==> config.mk <==
export PLATFORM = sky130hd
export DESIGN_NAME = wrr_arb
export DESIGN_NICKNAME = d
export VERILOG_FILES = /design/src/rtl/wrr_arb_pkg.sv /design/src/rtl/wrr_arb_rr_pick.sv /design/src/rtl/wrr_arb.sv
export SDC_FILE = /design/constraint.sdc
export NUM_CORES = 1
export LEC_CHECK = 0
export ABC_AREA = 1
export CAP_MARGIN = 10
export CORE_MARGIN = 5
export CORE_UTILIZATION = 42
export DETAILED_ROUTE_END_ITERATION = 8
export PLACE_DENSITY = 0.75
export SYNTH_ARGS = -nofsm -noshare
export SYNTH_HDL_FRONTEND = slang
export SYNTH_SLANG_ARGS = --single-unit
==> constraint.sdc <==
create_clock -name clk -period 2.05 [get_ports clk]
set_input_delay 0.41 -clock clk [delete_from_list [all_inputs] [get_ports clk]]
set_output_delay 0.41 -clock clk [all_outputs]
set_load 0.02 [all_outputs]
==> src/rtl/wrr_arb_pkg.sv <==
// Shared types and default sizing for the weighted round-robin arbiter.
package wrr_arb_pkg;

  localparam int N_DEF  = 4;
  localparam int WW_DEF = 4;

  typedef enum logic {
    IDLE  = 1'b0,
    GRANT = 1'b1
  } state_e;

endpackage

==> src/rtl/wrr_arb_rr_pick.sv <==
// Combinational rotating-priority picker: first set req bit at or above ptr, wrapping modulo N.
module rr_pick #(
  parameter int N  = 4,
  parameter int IW = $clog2(N)
) (
  input  logic [N-1:0]  req,
  input  logic [IW-1:0] ptr,
  output logic [N-1:0]  win,
  output logic [IW-1:0] win_id,
  output logic          any
);

  logic [IW:0]   sum_s;
  logic [IW-1:0] idx_s;
  logic          hit_s;

  // Walk N positions from ptr; the first requesting one wins and masks the rest.
  always_comb begin
    win    = '0;
    win_id = '0;
    any    = 1'b0;
    sum_s  = '0;
    idx_s  = '0;
    hit_s  = 1'b0;
    for (int k = 0; k < N; k++) begin
      sum_s      = {1'b0, ptr} + (IW+1)'(k);
      sum_s      = (sum_s >= (IW+1)'(N)) ? (sum_s - (IW+1)'(N)) : sum_s;
      idx_s      = sum_s[IW-1:0];
      hit_s      = req[idx_s] & ~any;
      win[idx_s] = win[idx_s] | hit_s;
      win_id     = hit_s ? idx_s : win_id;
      any        = any | req[idx_s];
    end
  end

endmodule

==> src/rtl/wrr_arb.sv <==
// Weighted round-robin arbiter with registered one-hot grant.
// Define WRR_ARB_WEIGHT_EN for per-requester credits; otherwise plain round-robin, one beat per grant.
module wrr_arb
  import wrr_arb_pkg::*;
#(
  parameter int N  = N_DEF,
  parameter int WW = WW_DEF,
  localparam int IW = $clog2(N)
) (
  input  logic          clk,
  input  logic          rstn,
  input  logic [N-1:0]  req,
  input  logic [N*WW-1:0] weight,
  output logic [N-1:0]  gnt,
  output logic          gnt_vld,
  output logic [IW-1:0] gnt_id
);

  state_e        state_q, state_d;
  logic [IW-1:0] ptr_q, ptr_d;
  logic [N-1:0]  gnt_q, gnt_d;
  logic          vld_q, vld_d;
  logic [IW-1:0] id_q, id_d;

  logic          own_req_s;
  logic          exhausted_s;
  logic          release_s;
  logic [IW-1:0] nxt_ptr_s;
  logic [IW-1:0] pick_ptr_s;
  logic [N-1:0]  win_s;
  logic [IW-1:0] win_id_s;
  logic          any_s;

`ifdef WRR_ARB_WEIGHT_EN
  logic [WW-1:0] credit_q, credit_d;
  logic [WW-1:0] wt_arr_s [N];
  logic [WW-1:0] wt_sel_s;
  logic [WW-1:0] load_s;

  for (genvar g = 0; g < N; g++) begin : g_wt
    assign wt_arr_s[g] = weight[g*WW +: WW];
  end

  // Credit for a new winner; a zero weight still buys one beat.
  always_comb begin
    wt_sel_s = wt_arr_s[win_id_s];
    load_s   = (wt_sel_s == '0) ? '0 : (wt_sel_s - WW'(1));
  end

  assign exhausted_s = (credit_q == '0);
`else
  logic unused_weight_s;
  assign unused_weight_s = ^weight;
  assign exhausted_s     = 1'b1;
`endif

  assign own_req_s  = req[id_q];
  assign nxt_ptr_s  = (id_q == IW'(N-1)) ? '0 : (id_q + IW'(1));
  assign release_s  = (state_q == GRANT) & (~own_req_s | exhausted_s);
  // On release the scan restarts just past the old owner, making it lowest priority.
  assign pick_ptr_s = release_s ? nxt_ptr_s : ptr_q;

  rr_pick #(.N(N), .IW(IW)) u_pick (
    .req    (req),
    .ptr    (pick_ptr_s),
    .win    (win_s),
    .win_id (win_id_s),
    .any    (any_s)
  );

  // Next-state and next-output decode.
  always_comb begin
    state_d = state_q;
    ptr_d   = ptr_q;
    gnt_d   = gnt_q;
    vld_d   = vld_q;
    id_d    = id_q;
`ifdef WRR_ARB_WEIGHT_EN
    credit_d = credit_q;
`endif
    case (state_q)
      IDLE, GRANT: begin
        if ((state_q == IDLE) || release_s) begin
          ptr_d = release_s ? nxt_ptr_s : ptr_q;
          if (any_s) begin
            state_d = GRANT;
            gnt_d   = win_s;
            vld_d   = 1'b1;
            id_d    = win_id_s;
`ifdef WRR_ARB_WEIGHT_EN
            credit_d = load_s;
`endif
          end else begin
            state_d = IDLE;
            gnt_d   = '0;
            vld_d   = 1'b0;
            id_d    = '0;
`ifdef WRR_ARB_WEIGHT_EN
            credit_d = '0;
`endif
          end
        end else begin
`ifdef WRR_ARB_WEIGHT_EN
          credit_d = credit_q - WW'(1);
`endif
          state_d = GRANT;
        end
      end
      default: begin
        state_d = IDLE;
        ptr_d   = '0;
        gnt_d   = '0;
        vld_d   = 1'b0;
        id_d    = '0;
`ifdef WRR_ARB_WEIGHT_EN
        credit_d = '0;
`endif
      end
    endcase
  end

  // State and output registers with synchronous active-low reset.
  always_ff @(posedge clk) begin
    if (!rstn) begin
      state_q <= IDLE;
      ptr_q   <= '0;
      gnt_q   <= '0;
      vld_q   <= 1'b0;
      id_q    <= '0;
`ifdef WRR_ARB_WEIGHT_EN
      credit_q <= '0;
`endif
    end else begin
      state_q <= state_d;
      ptr_q   <= ptr_d;
      gnt_q   <= gnt_d;
      vld_q   <= vld_d;
      id_q    <= id_d;
`ifdef WRR_ARB_WEIGHT_EN
      credit_q <= credit_d;
`endif
    end
  end

  assign gnt     = gnt_q;
  assign gnt_vld = vld_q;
  assign gnt_id  = id_q;

endmodule

==> flow_summary.toml <==
[status]
run_status = "complete, no violations"

[timing]
grt_setup_unrepaired = "false"
tns_ns = 0
setup_viol = 0
slew_viol_final = 0
slew_headroom_pct = 76.25
fmax_ghz = 0.5628
finalCriticalPeriod_ns = 1.777
skew_ns = 0.002805
finalCritPeriodShare_pct = 86.68
tightest_slew_ns = 0.3539
final_hold_viol_count = 0

[hold_path]
hp-class = "flip-flop to flip-flop"

[place]
placed_cell_area_um2 = 878.3
hpwl_um = 1358
dpl.cell_count = 163
port_buffers = 12
gp_congestion = 0.8618

[critical_path]
worstPathCellList = "inv_1 > nand2_1 > nand3_1 > nand2_2 > inv_1 > nand2_2 > nand2_4 > inv_2 > nand3_4 > o21ai_0 > nor2_1"
path_max_fanout = 8
critical_path_arrival_ns = 1.93
slowest_stage = "dfxtp_1"
endpoint_kind = "flip-flop"
cp.required_ns = 2.20
path_delay_family = "simple AND/OR/NAND/NOR gates"
cp-start-kind = "flip-flop"
crit_buf_inv = 3
path_class = "flip-flop to flip-flop"
max_stage_delay_ns = 0.39

[route]
first_pass_iters = 4
drc = 0
wl_per_cell_um = 9.754
drt.antenna.violating_nets = 0
num_vias = 800
routed_wl_um = 1629
routed_via_density = 4.790
drtIter0Drc = 15

[clock_network]
clk_pin_slew_ns = 0.06
cts-root-buf = "clkbuf_4"
cts_tree = "built"
cts.sink_count = 9
cts_setup_buffers = 0
cts_buffers = 3
htreeDepth = 1
clockBufferDepth = 2
clkLatencyLatePin_ns = 0.26

[global_route]
grt_first_pass_wirelength_um = 2863
grt_max_degree = 11
grt_usage_pct = 14.02
grt_pass1_vias = 721
grt_overflow = 0
antenna_found_initial = 0

[layout]
final_cells = 167
area_growth_pct = 22.71
layout-drive-gt1-share_pct = 13.38
antenna_cells = 0
fin_nets = 165
fin_util_pct = 53.04
stdcell_area_um2 = 905.9

[yosys]
synth_cell_types = 19
syn_nets = 149
syn_area_per_cell_um2 = 5.813
synth-seq-area-share_pct = 24.41
synth-seq-cells = 9
syn-instance-count = 127
ys.warnings.count = 0
mappedNetlistArea_um2 = 738.2

[floorplan]
die_area_um2 = 2696
ios = 29
dieWidth_um = 51.93
initial_utilization_pct = 43.22
die_h_um = 51.93
rows = 15
coreArea_um2 = 1708

[pwr]
power.leakage_nw = 0.4775
pwr_density_cell_nw_per_um2 = 1553
ir_worst_vdd_uv = 593.7

[job]
cap_viol_max_count = 0
-- power breakdown --
part | total, mW | leakage (nW) | internal, mW | switching, mW
logic | 0.985 | 0.388 | 0.350 | 0.635
registers | 0.284 | 0.0747 | 0.241 | 0.0422
clock network | 0.138 | 0.0150 | 0.0751 | 0.0633
-- worst register-to-register path: cells and delay by family, from the launching register on --
family	cells	cell delay, ns
and+or+nand+nor	7	0.74
DFF	1	0.39
buffers and inverters	3	0.28
AOI/OAI and AO/OA	1	0.26
-- worst paths after layout --
check | to | slack (ns) | startpoint | cells past startpoint
min | ptr_q[0]$_SDFF_PN0_ | 0.61 | ptr_q[0]$_SDFF_PN0_ | 2
min reg2reg | ptr_q[0]$_SDFF_PN0_ | 0.61 | ptr_q[0]$_SDFF_PN0_ | 2
max reg2reg | gnt_id[0]$_SDFF_PN0_ | 0.27 | gnt_id[0]$_SDFF_PN0_ | 11
max | gnt_id[0]$_SDFF_PN0_ | 0.27 | gnt_id[0]$_SDFF_PN0_ | 11
-- through the flow --
stage                     hold slack [ns]  power, mW  setup slack, ns
after floorplan                    0.5584      1.024           0.3580
after global placement             0.5880      1.243           0.1717
after detailed placement           0.5961      1.265           0.1186
after CTS                          0.6126      1.411           0.1792
after global routing               0.6624      1.554          0.02845
final                              0.6078      1.407           0.2731
-- layout by cell type, fill, tap and decap left out, types with 2 or more instances in the layout --
master	synthesis	routed
inv_1	19	19
a21oi_1	5	5
nand2_2	5	5
clkbuf_4	0	3
nand3_1	7	7
nand3b_1	2	2
nor2_4	2	2
o21ai_0	4	4
clkdlybuf4s50_1	0	12
inv_2	2	2
nand3_2	2	2
nor2_1	14	14
nand2_1	49	49
dfxtp_1	9	8
-- cells in the mapped netlist, drive strengths merged --
| master | number | area (um^2) |
|---|---|---|
| a21oi | 5 | 25.02 |
| nand2 | 55 | 226.5 |
| o21ai | 6 | 41.29 |
| nand3 | 10 | 72.57 |
| nor2 | 16 | 75.07 |
| inv | 21 | 78.83 |
| nand3b | 2 | 15.01 |
| nand4 | 1 | 6.260 |
| dfxtp | 9 | 180.2 |
| buf | 1 | 11.26 |
| or2 | 1 | 6.260 |
-- final cells by class --
class | instances | area, um^2
timing repair buffer | 12 | 120.1
fill | 184 | 802.0
tap | 25 | 31.28
clock buffer | 4 | 26.28
sequential | 9 | 181.4
multi-input combinational | 96 | 467.9
inverter | 21 | 78.83
-- metal layers --
layer	part of all wire, %	vias to the layer above	routed length (um)	GRT usage (%)
met5	0	-	0	0
met2	50	17	813	24.69
li1	-	417	-	-
met3	2.5	3	40	1.146
met4	2.0	0	32	9.607
met1	46	363	742	15.74
-- state kept, by name (all words and copies together), names as in the netlist --
register / cells
gnt_id: 2
release_s: 1
gnt: 4
ptr_q: 2
-- cell families (layout without fill, tap and decap cells) --
logic type	count (synthesis)	count (layout)	synth area share, %
simple gates	85	85	54.41
buf+inv	22	37	12.20
compound gates	11	11	8.983
flops	9	9	24.41
-- what timing repair did --
item                       4_1_cts  5_1_grt
setup endpoints to repair        0        3
gates resized for setup          0        1
hold buffers                     0        0
Power figures use the tool's default switching activity.
